==> config.mk <==
export PLATFORM = sky130hd
export DESIGN_NAME = ps2_rx_fifo
export DESIGN_NICKNAME = d
export VERILOG_FILES = /design/src/rtl/ps2_pkg.sv /design/src/rtl/ps2_fifo.sv /design/src/rtl/ps2_rx_fifo.sv
export SDC_FILE = /design/constraint.sdc
export NUM_CORES = 1
export LEC_CHECK = 0
export CAP_MARGIN = 20
export CORE_MARGIN = 10
export CORE_UTILIZATION = 55
export CTS_CLUSTER_DIAMETER = 60
export DETAILED_ROUTE_END_ITERATION = 10
export DONT_BUFFER_PORTS = 1
export PLACE_DENSITY = 0.71
export SYNTH_ARGS = -nofsm -noshare
export SYNTH_HDL_FRONTEND = slang
export SYNTH_SLANG_ARGS = --single-unit
==> constraint.sdc <==
create_clock -name clk -period 2.7 [get_ports clk]
set_clock_uncertainty 0.15 [all_clocks]
set_input_delay 0.405 -clock clk [delete_from_list [all_inputs] [get_ports clk]]
set_output_delay 0.405 -clock clk [all_outputs]
set_load 0.05 [all_outputs]
==> src/rtl/ps2_pkg.sv <==
// ps2_pkg: PS/2 frame constants and receiver state encoding
package ps2_pkg;
    localparam int PS2_FRAME_BITS = 11;
    localparam int PS2_DATA_BITS  = 8;
    typedef enum logic [1:0] {IDLE, SHIFT, CHECK} rx_state_t;
endpackage

==> src/rtl/ps2_fifo.sv <==
// ps2_fifo: received-byte FIFO with wrap-bit pointers; a pop frees room for a same-cycle push
module ps2_fifo
    import ps2_pkg::*;
#(
    parameter int DEPTH = 8,
    parameter int WIDTH = PS2_DATA_BITS
) (
    input  logic             clk,
    input  logic             rst,
    input  logic             push,
    input  logic             pop,
    input  logic [WIDTH-1:0] din,
    output logic [WIDTH-1:0] dout,
    output logic             full,
    output logic             empty
);
    localparam int AW = $clog2(DEPTH);
    logic [AW:0] wptr, rptr;
    logic [WIDTH-1:0] mem [DEPTH];
    logic do_push, do_pop;
    assign empty   = wptr == rptr;
    assign full    = (wptr[AW-1:0] == rptr[AW-1:0]) && (wptr[AW] != rptr[AW]);
    assign do_pop  = pop && !empty;
    assign do_push = push && (!full || do_pop);
    assign dout    = empty ? '0 : mem[rptr[AW-1:0]];
    // pointer advance on accepted push/pop
    always_ff @(posedge clk or posedge rst) begin
        if (rst) begin
            wptr <= '0;
            rptr <= '0;
        end else begin
            if (do_push) wptr <= wptr + 1'b1;
            if (do_pop) rptr <= rptr + 1'b1;
        end
    end
    // storage write
    always_ff @(posedge clk) begin
        if (do_push) mem[wptr[AW-1:0]] <= din;
    end
endmodule

==> src/rtl/ps2_rx_fifo.sv <==
// ps2_rx_fifo: PS/2 receiver with frame checking, watchdog and byte FIFO
module ps2_rx_fifo
    import ps2_pkg::*;
#(
    parameter int FIFO_DEPTH     = 8,
    parameter int TIMEOUT_CYCLES = 5000
) (
    input  logic       clk,
    input  logic       rst,
    input  logic       ps2_clk,
    input  logic       ps2_dat,
    input  logic       ps2_nextdata,
    output logic [7:0] ps2_data,
    output logic       ps2_ready,
    output logic       ps2_overflow,
    output logic       frame_err
);
    localparam int TW = $clog2(TIMEOUT_CYCLES + 1);
    localparam int SW = PS2_FRAME_BITS - 1;
    logic clk_s1, clk_s2, clk_prev, dat_s1, dat_s2;
    rx_state_t state, state_n;
    logic [3:0] cnt, cnt_n;
    logic [TW-1:0] wd, wd_n;
    logic [SW-1:0] sr, sr_n;
    logic fall, frame_ok, push_req, full, empty, drop;
    assign fall      = clk_prev && !clk_s2;
    assign frame_ok  = sr[SW-1] && (^sr[PS2_DATA_BITS:0]);
    assign push_req  = (state == CHECK) && frame_ok;
    assign frame_err = (state == CHECK) && !frame_ok;
    assign ps2_ready = !empty;
    assign drop      = push_req && full && !ps2_nextdata;
    // synchronizers idle high like the bus
    always_ff @(posedge clk or posedge rst) begin
        if (rst) begin
            {clk_s1, clk_s2, clk_prev} <= 3'b111;
            {dat_s1, dat_s2} <= 2'b11;
        end else begin
            {clk_s1, clk_s2, clk_prev} <= {ps2_clk, clk_s1, clk_s2};
            {dat_s1, dat_s2} <= {ps2_dat, dat_s1};
        end
    end
    // receiver state registers
    always_ff @(posedge clk or posedge rst) begin
        if (rst) begin
            state <= IDLE;
            cnt   <= '0;
            wd    <= '0;
            sr    <= '0;
        end else begin
            state <= state_n;
            cnt   <= cnt_n;
            wd    <= wd_n;
            sr    <= sr_n;
        end
    end
    // next state: shift bits in LSB first, abandon frame on watchdog expiry
    always_comb begin
        state_n = state;
        cnt_n   = cnt;
        wd_n    = wd;
        sr_n    = sr;
        case (state)
            IDLE: begin
                cnt_n = '0;
                wd_n  = '0;
                if (fall && !dat_s2) state_n = SHIFT;
            end
            SHIFT: begin
                if (fall) begin
                    sr_n  = {dat_s2, sr[SW-1:1]};
                    cnt_n = cnt + 4'd1;
                    wd_n  = '0;
                    if (cnt == 4'(SW - 1)) state_n = CHECK;
                end else if (wd == TW'(TIMEOUT_CYCLES)) begin
                    state_n = IDLE;
                end else begin
                    wd_n = wd + 1'b1;
                end
            end
            default: state_n = IDLE;
        endcase
    end
    // sticky overflow; a drop outranks the clearing pop
    always_ff @(posedge clk or posedge rst) begin
        if (rst) ps2_overflow <= 1'b0;
        else if (drop) ps2_overflow <= 1'b1;
        else if (ps2_nextdata && !empty) ps2_overflow <= 1'b0;
    end
    ps2_fifo #(.DEPTH(FIFO_DEPTH), .WIDTH(PS2_DATA_BITS)) u_fifo (
        .clk  (clk),
        .rst  (rst),
        .push (push_req),
        .pop  (ps2_nextdata),
        .din  (sr[PS2_DATA_BITS-1:0]),
        .dout (ps2_data),
        .full (full),
        .empty(empty)
    );
endmodule

# After elaboration in Yosys (flattened, before gate mapping)
# Memories as Yosys holds them, arrays and structs flattened.
# Cells that the tools add are included.
[op_classes]
add_sub_neg = 4
n_eq_ne = 12
muxes = 15
reduce_logical = 25
[op_table]
columns = ["op", "count"]
rows = [
  ["$mux W13", 2],
  ["$pmux W13 S2", 1],
  ["$add A13 B1 Y13 const B", 1],
  ["$eq A13 B13 Y1 const B", 1],
  ["$add A4 B1 Y4 const B", 3],
  ["$logic_and A1 B1 Y1", 10],
  ["$ne A3 B3 Y1 const B", 3],
  ["$reduce_xor A9 Y1", 1],
  ["$mux W2", 4],
  ["$mux W8", 1],
  ["$pmux W4 S2", 1],
  ["$logic_not A1 Y1", 6],
  ["$reduce_and A2 Y1", 3],
  ["$eq A4 B4 Y1", 1],
  ["$eq A4 B4 Y1 const B", 1],
  ["$mux W1", 4],
  ["$mux W4", 1],
  ["$ne A2 B2 Y1 const B", 2],
  ["$pmux W2 S2", 1],
  ["$reduce_bool A2 Y1", 2],
  ["$eq A3 B3 Y1", 1],
  ["$reduce_and A3 Y1", 1],
  ["$eq A2 B1 Y1 const B", 1],
  ["$eq A2 B2 Y1 const B", 1],
  ["other kinds (3)", 3],
]
[word_totals]
register_bits = 43
ram_bits = 64
input_bits = 5
output_inout_bits = 11
word_cells = 69
mem_count = 1
[mem_list]
columns = ["name", "depth", "width", "rd", "rd_ports_with_merged_regs", "wr", "line", "source"]
rows = [
  ["u_fifo.mem", 8, 8, 1, 0, 1, "ps2_fifo.sv:19", "logic [WIDTH-1:0] mem [DEPTH];"],
]

# Logic depth before layout (Yosys ltp)
[logic_depth]
ltp_word = 7
depth_mapped = 8
mapped_depth_nobuf = 7

# By module
# A second synthesis with hierarchy kept.
[hier_totals]
hier_cells = 345
area_unflattened_um2 = 4843.4
[by_module_without_submodules]
columns = ["mod", "instances", "cells_each", "area_each_um2", "seq_area_each_um2"]
rows = [
  ["ps2_fifo", 1, 160, 3072.9, 2122.0],
  ["ps2_rx_fifo", 1, 185, 1770.4, 882.1],
]

# Least setup slack after synthesis
# Ideal clock, no wire load.
[synth_timing]
path_kind = "reg2reg"
from = "register sr[3]"
to = "memory u_fifo.mem[0][0] (netlist name), enable pin"
setup_time_ns = 0.395
t_arrival_ns = 2.354
required_ns = 2.155
path_slack_ns = -0.199
stages_incl_launch_ff = 6
n_path_buf = 0
synth_period_minus_slack_ns = 2.899
cell_sequence = "dfrtp_1 -> xnor2_1 -> xnor3_1 -> xnor2_2 -> nand3_4 -> nor4_1"
[synth_via]
elab_chain_len = 6
[synth_lines]
columns = ["item", "line", "source"]
rows = [
  ["start: declaration", "ps2_rx_fifo.sv:24", "logic [SW-1:0] sr, sr_n;"],
  ["start signal: assignment", "ps2_rx_fifo.sv:53", "sr <= sr_n;"],
  ["$reduce_xor A9 Y1", "ps2_rx_fifo.sv:27", "assign frame_ok = sr[SW-1] && (^sr[PS2_DATA_BITS:0]);"],
  ["$logic_and A1 B1 Y1", "ps2_rx_fifo.sv:27", ""],
  ["$logic_and A1 B1 Y1", "ps2_rx_fifo.sv:28", "assign push_req = (state == CHECK) && frame_ok;"],
  ["$logic_and A1 B1 Y1", "ps2_fifo.sv:24", "assign do_push = push && (!full || do_pop);"],
  ["$mux W1", "ps2_fifo.sv:38", "if (do_push) mem[wptr[AW-1:0]] <= din;"],
  ["$mux W1 (implied by the code)", "ps2_fifo.sv:38", ""],
  ["end: declaration", "ps2_fifo.sv:19", ""],
]
# Every way passes these cells.

# Final worst setup path
[layout_timing]
from = "register sr[5]"
to = "output port frame_err"
[layout_via]
elab_chain_len = 4
[layout_lines]
columns = ["item", "line", "source"]
rows = [
  ["$reduce_xor A9 Y1", "ps2_rx_fifo.sv:27", ""],
  ["$logic_and A1 B1 Y1", "ps2_rx_fifo.sv:27", ""],
  ["$logic_not A1 Y1", "ps2_rx_fifo.sv:29", "assign frame_err = (state == CHECK) && !frame_ok;"],
  ["$logic_and A1 B1 Y1", "ps2_rx_fifo.sv:29", ""],
  ["end: declaration", "ps2_rx_fifo.sv:16", "output logic frame_err"],
]
# Every way passes these cells.

==> impl_metrics.tcl <==
set metrics [dict create \
    startpoint_type "flip-flop" \
    drt-pass1-iter-count 4 \
    area_delta_synth_final_pct 11.37 \
    switching_share_pct 37.70 \
    synthFlopType "edfxtp_1" \
    setup.worst_path.class "flip-flop to output pin" \
    synth_top_family_by_area "simple AND/OR/NAND/NOR gates" \
    synthSimpleGateAreaFrac_pct 11.85 \
    leakagePower_nw 2.011 \
    grt_pass1_vias 2707 \
    chipHeight_um 112.0 \
    synth_cells 330 \
    clock_power_share_pct 16.9 \
    synthMuxAreaShare_pct 10.37 \
    routedWlPerCell_um 18.55 \
    multi_input_area_sq_um 1539 \
    clk_latency_ps 380 \
    seqPwrFrac_pct 39.7 \
    yosysUniqueCellTypes 46 \
    rows 33 \
    yosys_warnings 0 \
    cts_made_buffers 9 \
    p_int_mw 3.385 \
    tightestPinTransition_ps 876.4 \
    die-area_sq_um 12550 \
    grt_pass1_wl_um 14220 \
    final.period_utilization_pct 97.42 \
    placedCellCount 449 \
    synth_edf_count 64 \
    crit_required_ps 2140 \
    detail_route.wirelength_um 8700 \
    overflow 0 \
    htree_levels 3 \
    p_switching_mw 2.048 \
    syn_area_sq_um 4656 \
    comb_power_share_pct 43.3 \
    synthArstFlopShare_pct 40.19 \
    drtIter0Drc 136 \
    drv_cap 0 \
    ys_ff_latch 107 \
    period_minus_slack_ps 2630 \
    grt_max_degree 44 \
    irDropWorstVdd_mv 0.6210 \
    io_pins 16 \
    final_nets 370 \
    totalPowerFinal_mw 5.432 \
    worstPathMaxFanout 3 \
    layout-drive-gt1-share_pct 23.63 \
    antenna_left 0 \
    seq_area_sq_um 3004 \
    fin_hold_ws_ps 26.51 \
    synthXorXnorAreaFrac_pct 4.031 \
    hold_viol 0 \
    synth_fa_ha_area_share_pct 1.612 \
    start_util_pct 56.66 \
    tritoncts "done" \
    end_kind "output pin" \
    place_hpwl_um 5988 \
    hold_class "primary input to flip-flop" \
    io_buffer_count 0 \
    crit_buf_inv 2 \
    slowest_stage "xnor3_1" \
    maxSlewHeadroom_pct 41.49 \
    n_fill_cell 612 \
    syn_area_per_cell_sq_um 14.11 \
    cts_buffer_depth 2 \
    power-per-cell-area_nw_per_um2 1048 \
    fin_ws_ps 69.68 \
    cp.arrival_ps 2080 \
    antenna_cells 0 \
    place.gp.congestion 0.7831 \
    synth-compound-area-share_pct 4.757 \
    crit_family "XOR/XNOR gates" \
    status "finished clean" \
    core_sq_um 8217 \
    drc 0 \
    ys_seq_area_share_pct 64.53 \
    cts_sinks 107 \
    dpl_worst_slack_ps 281.3 \
    viasPerCell 5.740 \
    clkTransAtPathRegs_ps 110 \
    layoutNonFillerInstCount 469 \
    die_w_um 112.0 \
    fmax_mhz 380.2 \
    slew_violations 0 \
    antenna_found_initial 0 \
    track_usage_pct 14.25 \
    vias 2692 \
    max_stage_delay_ps 440 \
    setup_viol 0 \
    synth_nets 341 \
    worstPathCellList "xnor2_2 > xnor3_1 > xnor2_2 > buf_4 > a21oi_2 > buf_4" \
    clockRootBuffer "clkbuf_8" \
]
==> cell usage in the layout (no fill, tap or decap), drive strengths merged, types with 5 or more instances in the layout <==
| cell type | instances |
|---|---|
| dfstp | 5 |
| mux2i | 10 |
| ha | 6 |
| nor4 | 5 |
| inv | 18 |
| nor2 | 18 |
| nand2 | 42 |
| or3 | 7 |
| edfxtp | 64 |
| o21ai | 11 |
| a21oi | 10 |
| xnor2 | 15 |
| mux4 | 16 |
| nand3 | 11 |
| buf | 31 |
| dfrtp | 38 |
| clkbuf | 10 |
| nor3 | 8 |
==> power groups by stage <==
stage	sequential [mW]	combinational (mW)	clock [mW]
2_1_floorplan	2.21	1.53	0
3_3_place_gp	2.18	2.23	0
3_5_place_dp	2.19	2.28	0
4_1_cts	2.16	2.29	0.940
5_1_grt	2.19	2.54	1.00
6_report	2.16	2.35	0.920
==> sequential cells by signal, summed over array words and instances, names as in the netlist <==
register,count
clk_prev,1
clk_s1,1
u_fifo.mem,64
wd,13
dat_s1,1
state,2
u_fifo.rptr,4
clk_s2,1
u_fifo.wptr,4
sr,10
cnt,4
ps2_overflow,1
dat_s2,1
==> synthesized netlist by cell type (all sizes together) (8+ instances only) <==
cell type,n,share of area [%]
a21oi,10,1.1
clkbuf,9,0.73
dfrtp,38,20
edfxtp,64,41
inv,14,1.1
mux2i,10,2.2
mux4,16,7.7
nand2,42,3.4
nand3,11,1.5
nor2,18,1.5
nor3,8,0.86
o21ai,11,1.2
xnor2,15,3.0
==> worst paths after layout <==
| path | from | end | slack (ps) | cells past startpoint |
|---|---|---|---|---|
| worst min-delay path | ps2_nextdata | u_fifo.rptr[2] | 30 | 2 |
| min in group asynchronous | rst | u_fifo.rptr[2] | 500 | 2 |
| worst max register to register | sr[5] | u_fifo.mem[7][6] | 290 | 6 |
| max in group asynchronous | rst | wd[2] | 1320 | 2 |
| worst min register to register | clk_s1 | clk_s2 | 200 | 0 |
| worst max-delay path | sr[5] | frame_err | 70 | 6 |
==> repair_timing <==
item                                   CTS  global route
endpoints found under the hold margin   40             0
buffers inserted                         0             1
pin swaps                                0             2
setup endpoints to repair                1            10
hold buffers                             3             0
resized for setup                        1             3
==> area by class of cell <==
class	instances	area share, %
flip-flops and latches	107	57.94
multi-input cells	193	29.68
repair buffers	34	5.309
well taps	105	2.534
clock buffers	10	2.461
clock inverters	6	1.062
inverters	14	1.014
==> through the flow <==
stage / area, sq um / util, % / TNS (ps)
after floorplan: 4656 / - / -6412
after global placement: 4945 / 60.18 / 0
after detailed placement: 4945 / 60.18 / 0
after CTS: 5165 / 62.86 / 0
after global routing: 5185 / 63.10 / -9.617
final: 5185 / 63.10 / 0
==> routing by layer <==
layer  track usage [%]  wire length, um  vias to the layer above  share of wire [%]
li1                  -                -                     1263                  -
met4             5.330              125                        0                1.4
met2             23.12             4302                       53                 49
met3             2.791              378                       11                4.3
met5                 0                0                        -                  0
met1             18.55             3893                     1365                 45
==> kinds of logic (layout without fill, tap and decap cells) <==
logic type | count (synthesis) | in the layout
flip-flops | 107 | 107
AND/OR/NAND/NOR | 106 | 106
AO/OA/AOI/OAI | 34 | 34
buffers and inverters | 30 | 64
multiplexers | 28 | 28
XOR/XNOR | 19 | 19
adder cells (fa/ha/maj) | 6 | 6
==> worst register-to-register path: cells and delay by family, from the launching register on <==
kind                      cells  cell delay, ps
xor gates and xnor gates      3             830
DFF                           1             420
buffers and inverters         2             500
and+or+nand+nor               1             160
Power figures use the tool's default switching activity.
